$ cat config.mk
export PLATFORM = sky130hd
export DESIGN_NAME = fetch_unit
export DESIGN_NICKNAME = d
export VERILOG_FILES = /design/src/rtl/fetch_unit.sv
export SDC_FILE = /design/constraint.sdc
export NUM_CORES = 1
export LEC_CHECK = 0
export CORE_UTILIZATION = 53
export CTS_CLUSTER_SIZE = 16
export DETAILED_ROUTE_END_ITERATION = 8
export PLACE_DENSITY = 0.95
export SYNTH_ARGS = -nofsm -noshare
export SYNTH_HDL_FRONTEND = slang
export SYNTH_SLANG_ARGS = --single-unit
$ cat constraint.sdc
create_clock -name clk -period 7.36 [get_ports clk]
set_clock_uncertainty 0.2 [all_clocks]
set_input_delay 1.472 -clock clk [delete_from_list [all_inputs] [get_ports clk]]
set_output_delay 1.472 -clock clk [all_outputs]
set_load 0.005 [all_outputs]
$ cat src/rtl/fetch_unit.sv
// rtl/fetch_unit.sv - instruction fetch / program-counter stage
//
// Purpose:
//   Holds the 10-bit PC and reads 9-bit instructions from a synchronous ROM.
//   Each instruction is presented to decode for at least one cycle. When the
//   stage leaves DECODE it computes the next PC from the branch code, the
//   4-bit offset and the register-file target p_target.
//   Optional macro FETCH_PERF_EN adds the cycle_count/instr_count counters.
//
// Ports:
//   clk, rst_n            clock, asynchronous active-low reset
//   start                 begin execution at RESET_PC (IDLE/HALTED only)
//   stall                 freeze the stage while in DECODE
//   branch, instr_o       branch code and offset from decode
//   br_zero, p_target     zero flag and absolute target from the register file
//   imem_addr, imem_data  ROM address and ROM data (one-cycle read latency)
//   instr, instr_valid    instruction presented to decode
//   pc                    address of instr
//   done                  HALT_OP has executed
//   cycle_count           (FETCH_PERF_EN) cycles spent in FETCH/DECODE
//   instr_count           (FETCH_PERF_EN) instructions retired
module fetch_unit #(
   parameter logic [9:0] RESET_PC = 10'h000,
   parameter logic [8:0] HALT_OP  = 9'h1FF
) (
   input  logic        clk,
   input  logic        rst_n,
   input  logic        start,
   input  logic        stall,
   input  logic [2:0]  branch,
   input  logic [3:0]  instr_o,
   input  logic        br_zero,
   input  logic [9:0]  p_target,
   output logic [9:0]  imem_addr,
   input  logic [8:0]  imem_data,
   output logic [8:0]  instr,
   output logic        instr_valid,
   output logic [9:0]  pc,
   output logic        done
`ifdef FETCH_PERF_EN
   ,
   output logic [15:0] cycle_count,
   output logic [15:0] instr_count
`endif
);

   typedef enum logic [1:0] {
      IDLE   = 2'd0,
      FETCH  = 2'd1,
      DECODE = 2'd2,
      HALTED = 2'd3
   } state_t;

   state_t      state_q, state_d;
   logic [9:0]  pc_d;
   logic [8:0]  instr_d;
   logic        valid_d;
   logic        done_d;
   logic [9:0]  pc_inc;
   logic [9:0]  next_pc;

   // Branch target computation; all arithmetic wraps modulo 1024.
   always_comb begin
      pc_inc  = pc + 10'd1;
      next_pc = pc_inc;
      case (branch)
         3'd4:    next_pc = pc + {6'd0, instr_o} + 10'd1;
         3'd5:    next_pc = pc - {6'd0, instr_o} - 10'd1;
         3'd6:    next_pc = br_zero  ? p_target : pc_inc;
         3'd7:    next_pc = !br_zero ? p_target : pc_inc;
         default: next_pc = pc_inc;
      endcase
   end

   // Next-state and output logic.
   // The ROM registers its address, so the address of the next instruction
   // is driven in the cycle that enters FETCH. The ROM output is then ready
   // during FETCH, and FETCH stays one cycle long. While in FETCH,
   // imem_addr equals pc.
   always_comb begin
      state_d   = state_q;
      pc_d      = pc;
      instr_d   = instr;
      valid_d   = instr_valid;
      done_d    = done;
      imem_addr = pc;
      case (state_q)
         IDLE: begin
            if (start) begin
               pc_d      = RESET_PC;
               imem_addr = RESET_PC;
               state_d   = FETCH;
            end
         end
         FETCH: begin
            instr_d = imem_data;
            valid_d = 1'b1;
            state_d = DECODE;
         end
         DECODE: begin
            if (!stall) begin
               valid_d = 1'b0;
               if (instr == HALT_OP) begin
                  done_d  = 1'b1;
                  state_d = HALTED;
               end else begin
                  pc_d      = next_pc;
                  imem_addr = next_pc;
                  state_d   = FETCH;
               end
            end
         end
         HALTED: begin
            if (start) begin
               done_d    = 1'b0;
               pc_d      = RESET_PC;
               imem_addr = RESET_PC;
               state_d   = FETCH;
            end
         end
         default: begin
            state_d = IDLE;
         end
      endcase
   end

   always_ff @(posedge clk or negedge rst_n) begin
      if (!rst_n) begin
         state_q     <= IDLE;
         pc          <= RESET_PC;
         instr       <= 9'd0;
         instr_valid <= 1'b0;
         done        <= 1'b0;
      end else begin
         state_q     <= state_d;
         pc          <= pc_d;
         instr       <= instr_d;
         instr_valid <= valid_d;
         done        <= done_d;
      end
   end

`ifdef FETCH_PERF_EN
   logic launch;
   logic active;
   logic retire;

   assign launch = start && ((state_q == IDLE) || (state_q == HALTED));
   assign active = (state_q == FETCH) || (state_q == DECODE);
   assign retire = (state_q == DECODE) && !stall;

   // Both counters saturate rather than wrap.
   always_ff @(posedge clk or negedge rst_n) begin
      if (!rst_n) begin
         cycle_count <= 16'd0;
         instr_count <= 16'd0;
      end else if (launch) begin
         cycle_count <= 16'd0;
         instr_count <= 16'd0;
      end else begin
         if (active && (cycle_count != 16'hFFFF))
            cycle_count <= cycle_count + 16'd1;
         if (retire && (instr_count != 16'hFFFF))
            instr_count <= instr_count + 16'd1;
      end
   end
`endif

endmodule

== Word-level counts from Yosys, hierarchy flattened ==
Cells that the tools add are included.
Word-level totals
  flip-flop bits (word level): 23
  latch bits: 0
  memory bits (writable): 0
  ROM bits: 0
  bits of input ports: 31
  output and inout bits: 31
  word-level logic and storage cells: 46
  memories kept: 0
Operators by class
  add/subtract/negate cells: 5
  multipliers: 0
  div/mod/pow operators: 0
  magnitude comparators: 0
  equality and inequality tests: 12
  shift-type cells: 0
  mux-type cells: 17
  bitwise operators: 0
  reductions and logical operators: 7
Operators with widths (count)
  10-bit two-way mux: 5
  10-bit one-hot mux with 4 select lines: 1
  10-bit by 1-bit adder with 10-bit output (second input constant): 2
  10-bit one-hot mux with 2 select lines: 1
  3-bit equality test (second input constant): 4
  10-bit by 4-bit adder with 10-bit output: 1
  10-bit by 1-bit subtractor with 10-bit output (second input constant): 1
  10-bit by 4-bit subtractor with 10-bit output: 1
  9-bit equality test (second input constant): 1
  2-bit two-way mux: 3
  2-bit inequality test (second input constant): 3
  2-bit one-hot mux with 3 select lines: 1
  2-bit equality test (second input constant): 2
  1-bit two-way mux: 4
  1-bit one-hot mux with 2 select lines: 2
  2-bit AND reduction: 2
  4-bit AND reduction: 1
  2-bit nonzero test: 2
  2-bit by 1-bit equality test with 1-bit output (second input constant): 1
  2-bit zero test: 1
  2-bit by 1-bit inequality test with 1-bit output (second input constant): 1
  2-bit OR reduction: 1

== Longest topological paths before layout ==
Gate-level depths: netlist of the first run.
  depth in word-level cells: 6
  depth in mapped cells: 9
  gate-level depth less buffers: 9

== Worst setup path after synthesis of the first run ==
No wires, ideal clock.
  path type: input to output
  start point: input instr_o[0]
  end point: output imem_addr[4]
  arrival: 3.314 ns
  required time: 5.688 ns
  setup slack: 2.374 ns
  cell stages on the path: 8
  buffers on the path: 0
  path through: inv_1 ha_1 fa_1 a21o_1 a211oi_1 or3_1 a311oi_1 o32ai_1
Between the ends
  cells in the longest elaborated chain, start to end: 6
  elaborated cells on any way between the ends: 8
  those cells by class: add/sub (4); mux (4)
Ends and longest elaborated chain
  start, declared: line 31  | input logic [3:0] instr_o,
  10-bit by 4-bit subtractor with 10-bit output or 10-bit by 4-bit adder with 10-bit output (tied branches): line 68, 67
  10-bit by 1-bit subtractor with 10-bit output or 10-bit by 1-bit adder with 10-bit output (tied branches): line 68, 67
  10-bit one-hot mux with 4 select lines *: line 66  | case (branch)
  10-bit two-way mux *: line 103  | if (instr == HALT_OP) begin
  10-bit two-way mux *: line 101  | if (!stall) begin
  10-bit one-hot mux with 2 select lines *
  end, declared: line 34  | output logic [9:0] imem_addr,
Mark *: on every way between the ends. The rest lies on a longest branch, timed or not.

== Final worst setup path of the first run ==
Ends and elaborated chain as after synthesis.

==> impl_metrics.json, run 1 <==
{
  "ctsHtreeMaxLevel": 1,
  "drc_errors": 0,
  "reg2regPathDepth": 6,
  "timing.fmax_ghz": 0.159,
  "gp_congestion": 0.955,
  "yosys.area.top_type": "dfrtp_1",
  "yosys.cell_types.count": 69,
  "grt_usage": 0.311,
  "nets": 367,
  "top_layer": "met4",
  "setup_tns_ps": 0,
  "hold_buffers": 0,
  "grt_max_degree": 24,
  "chipHeight_um": 67.5,
  "cp_max_fo": 6,
  "synth_area_mm2": 0.00227,
  "r2r_end": "pc[7]",
  "pwr_density_cell_mw_per_mm2": 291,
  "cts-resized-gates": 0,
  "synth_seq_cells": 23,
  "wirelength_um": 6640,
  "report.final.slew_viol_count": 0,
  "antenna_found_initial": 0,
  "met2_length_um": 3370,
  "postCtsSetupBuffers": 0,
  "grt-ovfl-total": 0,
  "die_area_mm2": 0.00456,
  "ioPinCount": 62,
  "rsz0062_at_grt": "no",
  "syn2layout_area_growth_pct": 28.8,
  "io_buffers": 61,
  "hold_path_end": "done",
  "mostFrequentLayoutCells": "clkdlybuf4s50_1 (61), dfrtp_1 (23), inv_1 (22)",
  "first_iter_violations": 223,
  "first_pass_iters": 5,
  "vias": 2406,
  "clk_latency_ps": 270,
  "finalCritPeriodShare": 0.856,
  "dp_cells": 367,
  "synth-edff-count": 0,
  "hold_start": "done",
  "stdcell_count": 371,
  "arrival_ps": 4620,
  "synthFlopType": "dfrtp_1",
  "dp_hpwl_um": 4800,
  "end_kind": "primary output",
  "setup_viol": 0,
  "regToRegSetupSlack_ps": 4410,
  "worst_pin_slew_ps": 1040,
  "cts_buffers": 3,
  "worstReg2RegStart": "pc[1]",
  "fin_crit_ps": 6300,
  "diodes": 0,
  "hp-class": "reg2reg",
  "cts.sinks": 23,
  "die_x_um": 67.5,
  "initial_utilization": 0.560,
  "core_mm2": 0.00406,
  "avgSynthCellArea_um2": 8.51,
  "critPathKind": "in2out",
  "met1_length_um": 2620,
  "ant_nets": 0,
  "synth-seq-area-share": 0.253,
  "row_count": 23,
  "wl_per_cell_um": 17.9,
  "status": "completed",
  "clk_pin_slew_ps": 90,
  "synth_fp_nets": 312,
  "avgViaCountPerCell": 6.49,
  "syn_inst": 267,
  "ys_async_sr_fraction": 1.00,
  "start_kind": "input port",
  "cts_root_buf": "clkbuf_8",
  "grt_pass1_wl_um": 10800,
  "cts_max_path_buffers": 2,
  "ir_drop_uv": 215,
  "cap_viol_max_count": 0,
  "synth_top_cell_area_share": 0.253,
  "worstPathRequired_ps": 5690,
  "power_leakage_uw": 0.00116,
  "synth_warnings": 0,
  "wl_met3_um": 528,
  "hold_viol_final": 0,
  "hold_depth": 1,
  "drive_gt1_frac": 0.0810,
  "final_common_cell": "clkdlybuf4s50_1",
  "synthTopCellsByArea": "dfrtp_1 (25%), ha_1 (6.6%), mux2_2 (5.0%)",
  "maxSlewHeadroom": 0.307,
  "grt_pass1_vias": 2325,
  "cts_tree": "done"
}
[stage by stage]
stage               power (uW)  utilization  hold WS [ps]  instance area [um^2]  setup WS, ps
global placement           736        0.710           295                  2880          1220
CTS                        847        0.722           345                  2930          1080
floorplan                  553            -           294                  2270          2370
finish                     851        0.722           344                  2930          1060
global route               912        0.722           373                  2930           879
detailed placement         756        0.710           315                  2880          1110
[cell usage after synthesis, types with 2 or more instances]
| master | instances |
|---|---|
| a211oi_1 | 3 |
| a21o_1 | 3 |
| a21oi_1 | 9 |
| a221o_1 | 3 |
| a22o_1 | 3 |
| a22oi_1 | 2 |
| a311oi_1 | 5 |
| a31oi_1 | 5 |
| and2_1 | 2 |
| buf_6 | 2 |
| clkbuf_1 | 8 |
| dfrtp_1 | 23 |
| fa_1 | 2 |
| ha_1 | 12 |
| inv_1 | 22 |
| mux2_2 | 10 |
| mux2i_1 | 3 |
| nand2_1 | 20 |
| nand2b_1 | 2 |
| nand3_1 | 10 |
| nand4_1 | 3 |
| nor2_1 | 20 |
| nor2b_1 | 4 |
| nor3_1 | 5 |
| nor4_1 | 3 |
| o2111ai_1 | 2 |
| o211ai_1 | 6 |
| o21ai_0 | 20 |
| o21ai_1 | 2 |
| o31ai_1 | 3 |
| or3_1 | 5 |
| xnor2_1 | 5 |
| xor2_1 | 4 |
[logic make-up after synthesis]
group | after synthesis | synth area share
mux | 15 | 0.0776
buf+inv | 34 | 0.0682
flops | 23 | 0.253
fa+ha+maj | 14 | 0.0837
compound gates | 87 | 0.285
simple gates | 84 | 0.190
xor+xnor | 10 | 0.0418
[critical path: stages]
cell and delay (ps):
clkdlybuf4s50_1 450, inv_1 60, ha_1 250, fa_1 410, a21o_1 240, a211oi_1 550
or3_1 190, a311oi_1 100, o32ai_1 340, clkdlybuf4s50_1 560
[power by group]
group,total (uW),internal [uW],switching (uW),leakage (uW)
Combinational,518,275,242,0.000841
Sequential,249,176,73.4,0.000290
Clock,84.3,37.9,46.3,0.0000255
Total,851,489,362,0.00116
[worst max-delay path by stage]
stage / start / to / cells past startpoint
floorplan: instr_o[0] / imem_addr[4] / 8
global placement: instr_o[1] / imem_addr[7] / 9
detailed placement: instr_o[0] / imem_addr[4] / 10
CTS: instr_o[0] / imem_addr[4] / 10
global route: instr_o[0] / imem_addr[4] / 10
finish: instr_o[0] / imem_addr[4] / 10
[flip-flops by register name, summed over array words and instances, names as in the netlist]
| signal | count |
|---|---|
| pc | 10 |
| instr | 9 |
| state_q | 2 |
| done | 1 |
| instr_valid | 1 |
[area by class of cell]
| type | instances | area (um^2) |
|---|---|---|
| Multi-Input combinational cell | 210 | 1540 |
| Fill cell | 334 | 1130 |
| Timing Repair Buffer | 62 | 618 |
| Sequential cell | 23 | 576 |
| Inverter | 22 | 82.6 |
| Tap cell | 50 | 62.6 |
| Clock buffer | 3 | 41.3 |
| Clock inverter | 1 | 5.00 |
[per-layer routing]
metal | global-route usage | vias to the layer above
met5 | 0 | -
met4 | 0.0851 | 0
met1 | 0.373 | 1145
li1 | - | 1112
met2 | 0.564 | 134
met3 | 0.0507 | 15
(Power assumes the default switching activity.)
==> inputs of run 2 (changes only) <==
--- a/config.mk
+++ b/config.mk
@@ -9,6 +9,7 @@
 export CTS_CLUSTER_SIZE = 16
 export DETAILED_ROUTE_END_ITERATION = 8
 export PLACE_DENSITY = 0.95
+export SKIP_LAST_GASP = 1
 export SYNTH_ARGS = -nofsm -noshare
 export SYNTH_HDL_FRONTEND = slang
 export SYNTH_SLANG_ARGS = --single-unit
==> results of run 2 <==
Same layout as run 1: the final DEF is identical, and so are final timing and power.
==> inputs of run 3 (changes only) <==
--- a/config.mk
+++ b/config.mk
@@ -10,6 +10,7 @@
 export DETAILED_ROUTE_END_ITERATION = 8
 export PLACE_DENSITY = 0.95
 export SKIP_LAST_GASP = 1
+export SLEW_MARGIN = 10
 export SYNTH_ARGS = -nofsm -noshare
 export SYNTH_HDL_FRONTEND = slang
 export SYNTH_SLANG_ARGS = --single-unit
==> results of run 3 <==
Same layout as run 1: the final DEF is identical, and so are final timing and power.
